==> src/rtl/stage1_if_mo.sv <==
// Instruction-fetch stage with up to MAX_OUTSTANDING requests in flight and an IBUF_DEPTH queue toward ID.
// Optional same-cycle response bypass to ID is enabled by defining IF_DATA_BYPASS_EN.
module stage1_if_mo #(
  parameter int          MAX_OUTSTANDING = 2,
  parameter int          IBUF_DEPTH      = 4,
  parameter logic [31:0] RESET_PC        = 32'h1C00_0000
) (
  input  logic        clk,
  input  logic        reset,
  input  logic        flush,
  input  logic [31:0] flush_pc,
  input  logic        br_taken,
  input  logic        br_stall,
  input  logic [31:0] br_target,
  input  logic        ds_allow_in,
  output logic        fs_to_ds_valid,
  output logic [64:0] fs_to_ds_bus,
  output logic        inst_sram_req,
  output logic        inst_sram_wr,
  output logic [1:0]  inst_sram_size,
  output logic [3:0]  inst_sram_wstrb,
  output logic [31:0] inst_sram_addr,
  output logic [31:0] inst_sram_wdata,
  input  logic        inst_sram_addr_ok,
  input  logic        inst_sram_data_ok,
  input  logic [31:0] inst_sram_rdata
);

  localparam int PW = (IBUF_DEPTH > 1) ? $clog2(IBUF_DEPTH) : 1;
  localparam int CW = $clog2(IBUF_DEPTH + 1);
  localparam int OW = 3;
  localparam int SW = 16;

  function automatic logic [PW-1:0] ptr_inc(input logic [PW-1:0] p);
    if (p == PW'(IBUF_DEPTH - 1)) begin
      ptr_inc = {PW{1'b0}};
    end else begin
      ptr_inc = p + PW'(1);
    end
  endfunction

  logic [31:0]   fetch_pc_q, fetch_pc_d;
  logic [OW-1:0] outst_q, outst_d;
  logic [OW-1:0] discard_q, discard_d;
  logic          adef_lock_q, adef_lock_d;
  logic [CW-1:0] q_cnt_q, q_cnt_d;
  logic [PW-1:0] q_wp_q, q_wp_d, q_rp_q, q_rp_d;
  logic [PW-1:0] p_wp_q, p_wp_d, p_rp_q, p_rp_d;
  logic [64:0]   q_mem_q [IBUF_DEPTH];
  logic [31:0]   p_mem_q [IBUF_DEPTH];

  logic          redirect_s;
  logic [31:0]   redir_pc_s;
  logic [SW-1:0] live_s;
  logic          credit_s;
  logic          misalign_s;
  logic          adef_push_s;
  logic          hs_s;
  logic          drop_s;
  logic          live_rsp_s;
  logic          out_dec_s;
  logic [OW-1:0] outst_nx_s;
  logic          q_empty_s;
  logic          bypass_s;
  logic          q_pop_s;
  logic          q_push_s;
  logic [64:0]   q_wdata_s;
  logic [31:0]   p_head_s;

  assign inst_sram_wr    = 1'b0;
  assign inst_sram_size  = 2'b10;
  assign inst_sram_wstrb = 4'b0000;
  assign inst_sram_wdata = 32'h0000_0000;
  assign inst_sram_addr  = fetch_pc_q;

  // Request credit, redirect decode and response classification
  always_comb begin
    redirect_s  = flush | (br_taken & ~br_stall);
    redir_pc_s  = flush ? flush_pc : br_target;
    live_s      = SW'(outst_q) - SW'(discard_q);
    // Credit reserves a queue slot for every live response before it is requested.
    credit_s    = ~reset & ~br_stall & ~adef_lock_q & ~flush & ~br_taken
                & (outst_q < OW'(MAX_OUTSTANDING))
                & ((live_s + SW'(q_cnt_q)) < SW'(IBUF_DEPTH));
    misalign_s  = fetch_pc_q[1:0] != 2'b00;
    inst_sram_req = credit_s & ~misalign_s;
    adef_push_s = credit_s & misalign_s & (live_s == {SW{1'b0}});
    hs_s        = inst_sram_req & inst_sram_addr_ok;
    drop_s      = inst_sram_data_ok & (discard_q != {OW{1'b0}});
    live_rsp_s  = inst_sram_data_ok & (discard_q == {OW{1'b0}});
    out_dec_s   = inst_sram_data_ok & (outst_q != {OW{1'b0}});
    outst_nx_s  = outst_q + OW'(hs_s) - OW'(out_dec_s);
    q_empty_s   = q_cnt_q == {CW{1'b0}};
    p_head_s    = p_mem_q[p_rp_q];
`ifdef IF_DATA_BYPASS_EN
    bypass_s    = q_empty_s & live_rsp_s & ~redirect_s;
`else
    bypass_s    = 1'b0;
`endif
    q_pop_s     = ~q_empty_s & ds_allow_in;
    q_push_s    = adef_push_s | (live_rsp_s & ~(bypass_s & ds_allow_in));
    if (adef_push_s) begin
      q_wdata_s = {1'b1, 32'h0000_0000, fetch_pc_q};
    end else begin
      q_wdata_s = {1'b0, inst_sram_rdata, p_head_s};
    end
  end

  // Head of queue (or bypassed response) toward ID
  always_comb begin
    fs_to_ds_valid = ~q_empty_s | bypass_s;
    if (!q_empty_s) begin
      fs_to_ds_bus = q_mem_q[q_rp_q];
    end else if (bypass_s) begin
      fs_to_ds_bus = {1'b0, inst_sram_rdata, p_head_s};
    end else begin
      fs_to_ds_bus = 65'h0;
    end
  end

  // Next-state for fetch PC, counters and queue pointers
  always_comb begin
    outst_d     = outst_nx_s;
    discard_d   = discard_q;
    fetch_pc_d  = fetch_pc_q;
    adef_lock_d = adef_lock_q;
    q_cnt_d     = q_cnt_q;
    q_wp_d      = q_wp_q;
    q_rp_d      = q_rp_q;
    p_wp_d      = p_wp_q;
    p_rp_d      = p_rp_q;
    if (redirect_s) begin
      // Every request still unanswered after this cycle belongs to the old path.
      discard_d   = outst_nx_s;
      fetch_pc_d  = redir_pc_s;
      adef_lock_d = 1'b0;
      q_cnt_d     = {CW{1'b0}};
      q_wp_d      = {PW{1'b0}};
      q_rp_d      = {PW{1'b0}};
      p_wp_d      = {PW{1'b0}};
      p_rp_d      = {PW{1'b0}};
    end else begin
      if (drop_s) begin
        discard_d = discard_q - OW'(1);
      end else begin
        discard_d = discard_q;
      end
      if (hs_s) begin
        fetch_pc_d = fetch_pc_q + 32'd4;
        p_wp_d     = ptr_inc(p_wp_q);
      end else begin
        fetch_pc_d = fetch_pc_q;
        p_wp_d     = p_wp_q;
      end
      if (adef_push_s) begin
        adef_lock_d = 1'b1;
      end else begin
        adef_lock_d = adef_lock_q;
      end
      if (live_rsp_s) begin
        p_rp_d = ptr_inc(p_rp_q);
      end else begin
        p_rp_d = p_rp_q;
      end
      if (q_push_s) begin
        q_wp_d = ptr_inc(q_wp_q);
      end else begin
        q_wp_d = q_wp_q;
      end
      if (q_pop_s) begin
        q_rp_d = ptr_inc(q_rp_q);
      end else begin
        q_rp_d = q_rp_q;
      end
      q_cnt_d = q_cnt_q + CW'(q_push_s) - CW'(q_pop_s);
    end
  end

  // State registers
  always_ff @(posedge clk or posedge reset) begin
    if (reset) begin
      fetch_pc_q  <= RESET_PC;
      outst_q     <= {OW{1'b0}};
      discard_q   <= {OW{1'b0}};
      adef_lock_q <= 1'b0;
      q_cnt_q     <= {CW{1'b0}};
      q_wp_q      <= {PW{1'b0}};
      q_rp_q      <= {PW{1'b0}};
      p_wp_q      <= {PW{1'b0}};
      p_rp_q      <= {PW{1'b0}};
    end else begin
      fetch_pc_q  <= fetch_pc_d;
      outst_q     <= outst_d;
      discard_q   <= discard_d;
      adef_lock_q <= adef_lock_d;
      q_cnt_q     <= q_cnt_d;
      q_wp_q      <= q_wp_d;
      q_rp_q      <= q_rp_d;
      p_wp_q      <= p_wp_d;
      p_rp_q      <= p_rp_d;
    end
  end

  // Instruction queue and pending-PC storage
  always_ff @(posedge clk or posedge reset) begin
    if (reset) begin
      for (int i = 0; i < IBUF_DEPTH; i++) begin
        q_mem_q[i] <= 65'h0;
        p_mem_q[i] <= 32'h0000_0000;
      end
    end else begin
      if (!redirect_s && q_push_s) begin
        q_mem_q[q_wp_q] <= q_wdata_s;
      end
      if (hs_s) begin
        p_mem_q[p_wp_q] <= fetch_pc_q;
      end
    end
  end

  stage1_if_mo_chk #(
    .DEPTH (IBUF_DEPTH),
    .CW    (CW)
  ) u_chk (
    .clk    (clk),
    .reset  (reset),
    .push_i (q_push_s & ~redirect_s),
    .pop_i  (q_pop_s & ~redirect_s),
    .cnt_i  (q_cnt_q)
  );

endmodule

// Queue overflow checker: a push into a full queue without a same-cycle pop must never happen.
module stage1_if_mo_chk #(
  parameter int DEPTH = 4,
  parameter int CW    = 3
) (
  input logic          clk,
  input logic          reset,
  input logic          push_i,
  input logic          pop_i,
  input logic [CW-1:0] cnt_i
);

  a_no_overflow: assert property (@(posedge clk) disable iff (reset)
    (push_i && !pop_i) |-> (cnt_i != CW'(DEPTH)));

endmodule

==> config.mk <==
export PLATFORM = sky130hd
export DESIGN_NAME = stage1_if_mo
export DESIGN_NICKNAME = d
export VERILOG_FILES = /design/src/rtl/stage1_if_mo.sv
export SDC_FILE = /design/constraint.sdc
export NUM_CORES = 1
export LEC_CHECK = 0
export CAP_MARGIN = 20
export CORE_MARGIN = 10
export CORE_UTILIZATION = 50
export DETAILED_ROUTE_END_ITERATION = 8
export PLACE_DENSITY = 0.82
export SYNTH_ARGS = -nofsm -noshare
export SYNTH_HDL_FRONTEND = slang
export SYNTH_SLANG_ARGS = --single-unit
==> constraint.sdc <==
create_clock -name clk -period 17.4 [get_ports clk]
set_input_delay 3.48 -clock clk [delete_from_list [all_inputs] [get_ports clk]]
set_output_delay 3.48 -clock clk [all_outputs]
set_load 0.005 [all_outputs]
Yosys cells after proc, flatten, opt, wreduce, memory -nomap -nowiden
Cells that the tools add are included.

Word-level logic and storage cells: 119. Bits of input ports: 104. Bits in registers: 438. Output and inout bits: 138.

Reductions and logical operators: 16. Bitwise logic cells: 28. Equal/unequal tests: 4. Add/sub/neg operators: 12. Multiplexer cells: 34. $lt $le $gt $ge: 8.

Operators by type and width (count): two-way mux 65 bit (5); bitwise mux 260 bit (1); two-way mux 32 bit (6); binary-select mux 65 bit (select 2 bit) (1); demux 65 bit (select 2 bit) (1); bitwise mux 128 bit (1); binary-select mux 32 bit (select 2 bit) (1); demux 32 bit (select 2 bit) (1); adder 32 x 3 -> 32 bit (second input constant) (1); two-way mux 2 bit (12); zero test 16 bit (1); < comparator 16 x 3 -> 1 bit (second input constant) (1); AND 1 bit (15); nonzero test 2 bit (7); >= comparator 3 bit (second input constant) (4); NOT 2 -> 3 bit (4); two-way mux 3 bit (3); adder 2 x 1 -> 2 bit (second input constant) (4); equality test 2 bit (second input constant) (4); NOT 1 bit (7); adder 3 x 1 -> 3 bit (2); zero test 3 bit (2); < comparator 3 x 1 -> 1 bit (second input constant) (2); nonzero test 3 bit (2); 9 further kinds (14).

Longest topological paths before layout
Depth after elaboration: 13. Gate-level depth with buffers: 20.

Worst setup path after synthesis
No wires, ideal clock.

Path kind: input -> output. Start point: input br_taken. End point: output inst_sram_req. Setup slack: 9.619 ns. Stages: 4. Data arrival time: 4.301 ns. Data required time: 13.920 ns. Cell sequence: nor4_1 nand4b_1 clkbuf_1 nor2_1.

Cells in the longest elaborated chain, start to end: 5.

RTL lines: start: declaration (line 12) `input logic br_taken,`; NOT 1 bit (line 82) `credit_s = ~reset & ~br_stall & ~adef_lock_q & ~flush & ~br_taken`; AND 1 bit (line 82); AND 1 bit (line 83) `& (outst_q < OW'(MAX_OUTSTANDING))`; AND 1 bit (line 84) `& ((live_s + SW'(q_cnt_q)) < SW'(IBUF_DEPTH));`; AND 1 bit (line 86) `inst_sram_req = credit_s & ~misalign_s;`; end: declaration (line 18) `output logic inst_sram_req,`.

No other way between the ends.

Worst setup path in the final report
Start point: input reset. End point: output inst_sram_req.

Cells in the longest elaborated chain, start to end: 8.

RTL lines: start: declaration (line 9) `input logic reset,`; NOT 1 bit (line 82); AND 1 bit (4 in a row) (line 82); AND 1 bit (line 83); AND 1 bit (line 84); AND 1 bit (line 86).

No other way between the ends.

==> impl_metrics.yaml <==
outcome:
  status: "finished, final reports clean"
place:
  gp_congestion: 0.841
  dpl_cell_area_mm2: 0.0235
  dp_slack_ps: 8240
  portBuffers: 202
  dpl.hpwl_um: 32900
clocking:
  clkLatencyLatePin_ps: 570
  numClockSinks: 438
  cts.clk_slew.worst_paths_ps: 60
  clock_path_buffers: 3
  cts_resized: 0
  htreeDepth: 2
  cts-root-buf: "clkbuf_16"
  cts_made_buffers: 46
  cts_setup_buffers: 0
  holdBufCountCts: 0
  cts_tree: "built"
critical_path:
  start_kind: "input pin"
  worst-path-buf-inv: 2
  worstSetupEndpointType: "output port"
  cp_slowest_stage_delay_ps: 550
  critical-path-top-delay-family: "simple AND/OR/NAND/NOR gates"
  crit_path_cell_trace: "clkdlybuf4s50_1, nor4_1, nand4b_1, nor2_1, clkdlybuf4s50_1"
  cp_common_cell: "clkdlybuf4s50_1"
  path_max_fanout: 12
  critical_path_required_ps: 13920
  critPathSlowestCell: "clkdlybuf4s50_1"
  worstSetupPathType: "input pin to output port"
  crit_arrival_ps: 5750
logic_synthesis:
  synth-simple-area-share: 0.0922
  synthCells: 1693
  synth_ff_type: "dfrtp_1"
  synth_compound_area_frac: 0.0647
  synth-seq-cells: 438
  seq_area_frac_synth: 0.511
  synthDistinctLibCells: 49
  yosys_warnings: 0
  synth-xor-area-share: 0.0102
  avgSynthCellArea_um2: 12.7
  synth_edf_count: 0
  synthArstFlopShare: 1.00
  synthAdderAreaFrac: 0.0162
  muxShareOfSynthArea: 0.258
  synth_top_family_by_area: "multiplexers"
  syn-cell-area_mm2: 0.0214
sta:
  setup_viol_count_final: 0
  clock.fmax_ghz: 0.108
  drv_slew: 0
  layout_min_cycle_time_ps: 9230
  max_slew_margin: 0.276
  skew_ps: 15.7
  rsz0062_at_grt: "false"
  finalCritPeriodShare: 0.530
  tightest_slew_ps: 1090
  finalHoldViolations: 0
  finalSetupTns_ps: 0
  setup_ws_ps: 8170
routing:
  first_pass_iters: 5
  routed_wl_um: 51700
  vias: 14100
  wl_per_cell_um: 21.5
  drtAntennaViolNets: 0
  first_iter_violations: 1172
  viasPerCell: 5.86
  drc: 0
global_routing:
  use_met2: 0.330
  grt_pass1_wl_um: 82700
  grt_pass1_vias: 14800
  gr-usage-met1: 0.267
  grt.overflow.total: 0
  grt_use_met3: 0.0461
  grt_antenna_before_repair: 1
  grt_use_total: 0.201
  top_usage_layer: "met2"
  grt_max_degree: 175
final_layout:
  finalNetCount: 1958
  final_cell_mix: "dfrtp_1, mux2_2, clkdlybuf4s50_1, a21oi_1, nor2_1"
  mostFrequentLayoutCell: "dfrtp_1"
  drive_gt1_frac: 0.250
  design_area_mm2: 0.0252
  utilization: 0.598
  fillers: 3263
  multiInputGateArea_mm2: 0.00964
  regArea_mm2: 0.0110
  area_delta_synth_final_pct: 17.4
floorplanning:
  ios: 242
  coreArea_mm2: 0.0421
  die-height_um: 227
  core.rowCount: 75
  die_x_um: 227
  dieArea_mm2: 0.0516
  start_util: 0.509
job:
  cap_violations: 0
power_and_ir_drop:
  vdd_drop_max_mv: 0.0844
  p_leak_nw: 11.5
  power_density_mw_per_mm2: 129
worst_hold_path:
  min_path_type: "flip-flop to flip-flop"
==> cells in the mapped netlist (all sizes together) (5+ instances only) <==
library cell,count,share of area
dfrtp,435,0.51
mux2,252,0.14
a21oi,131,0.032
nor2,110,0.019
and2,109,0.032
buf,104,0.031
mux4,97,0.10
clkbuf,69,0.012
nand2,68,0.012
o21ai,42,0.0098
mux2i,39,0.018
a211oi,37,0.013
nor2b,28,0.0082
ha,23,0.013
xnor2,22,0.0090
inv,19,0.0033
nand3,16,0.0037
a31oi,10,0.0029
or3,9,0.0026
and4,8,0.0033
nand4,8,0.0023
a2111oi,7,0.0029
or4,7,0.0025
nor3,5,0.0012
o31ai,5,0.0018
==> worst paths after layout <==
path,from,slack (ps),cells past startpoint,to
worst max-delay path,reset,8170,5,inst_sram_req
worst min-delay path,q_mem_q[22],480,2,q_mem_q[22]
worst max register to register,outst_q[0],11940,13,q_mem_q[99]
worst min register to register,q_mem_q[22],480,2,q_mem_q[22]
max in group asynchronous,reset,11920,5,q_mem_q[126]
min in group asynchronous,reset,3490,2,inst_sram_addr[4]
==> cell type report <==
cell class,count,area share
clock buffers,66,0.0539
clock inverters,16,0.00830
diodes,1,0.0000994
flip-flops and latches,438,0.436
well taps,539,0.0268
inverters,19,0.00313
multi-input cells,1100,0.383
repair buffers,223,0.0890
==> power breakdown <==
part / internal, mW / total, mW / switching (mW) / leakage, nW
Combinational: 0.505 / 0.941 / 0.436 / 4.79
Clock: 0.603 / 1.01 / 0.406 / 0.774
Sequential: 1.17 / 1.30 / 0.122 / 5.88
==> worst min-delay path, delay by kind of cell (launching register included) <==
| family | cells | cell delay (ps) |
|---|---|---|
| simple gates | 1 | 40 |
| flops | 1 | 340 |
| compound gates | 1 | 60 |
==> stage by stage <==
| step | instances | total power, mW | hold WS, ps |
|---|---|---|---|
| floorplan | 1730 | 1.85 | 445 |
| global placement | 2316 | 2.20 | 458 |
| detailed placement | 2316 | 2.25 | 466 |
| CTS | 2398 | 3.27 | 480 |
| global route | 2401 | 3.42 | 493 |
| finish | 2402 | 3.25 | 478 |
==> registers in the layout (all words and copies together) (netlist names) <==
name	flops
q_mem_q	260
p_mem_q	128
inst_sram_addr	32
discard_q	3
outst_q	3
q_cnt_q	3
p_rp_q	2
p_wp_q	2
q_rp_q	2
q_wp_q	2
adef_lock_q	1
==> per-layer routing <==
layer / wire length, um / vias up
li1: - / 6263
met1: 22100 / 7253
met2: 24900 / 476
met3: 3840 / 74
met4: 912 / 0
met5: 0 / -
==> cells by family (layout without fill, tap and decap cells) <==
kind of cell | after synthesis | count (layout)
AO/OA/AOI/OAI | 238 | 238
XOR/XNOR | 25 | 25
adder cells (fa/ha/maj) | 26 | 26
buffers and inverters | 192 | 324
flip-flops | 438 | 438
multiplexers | 388 | 388
other | 2 | 40
AND/OR/NAND/NOR | 384 | 384
No activity file was read; power rests on OpenSTA's default activity.
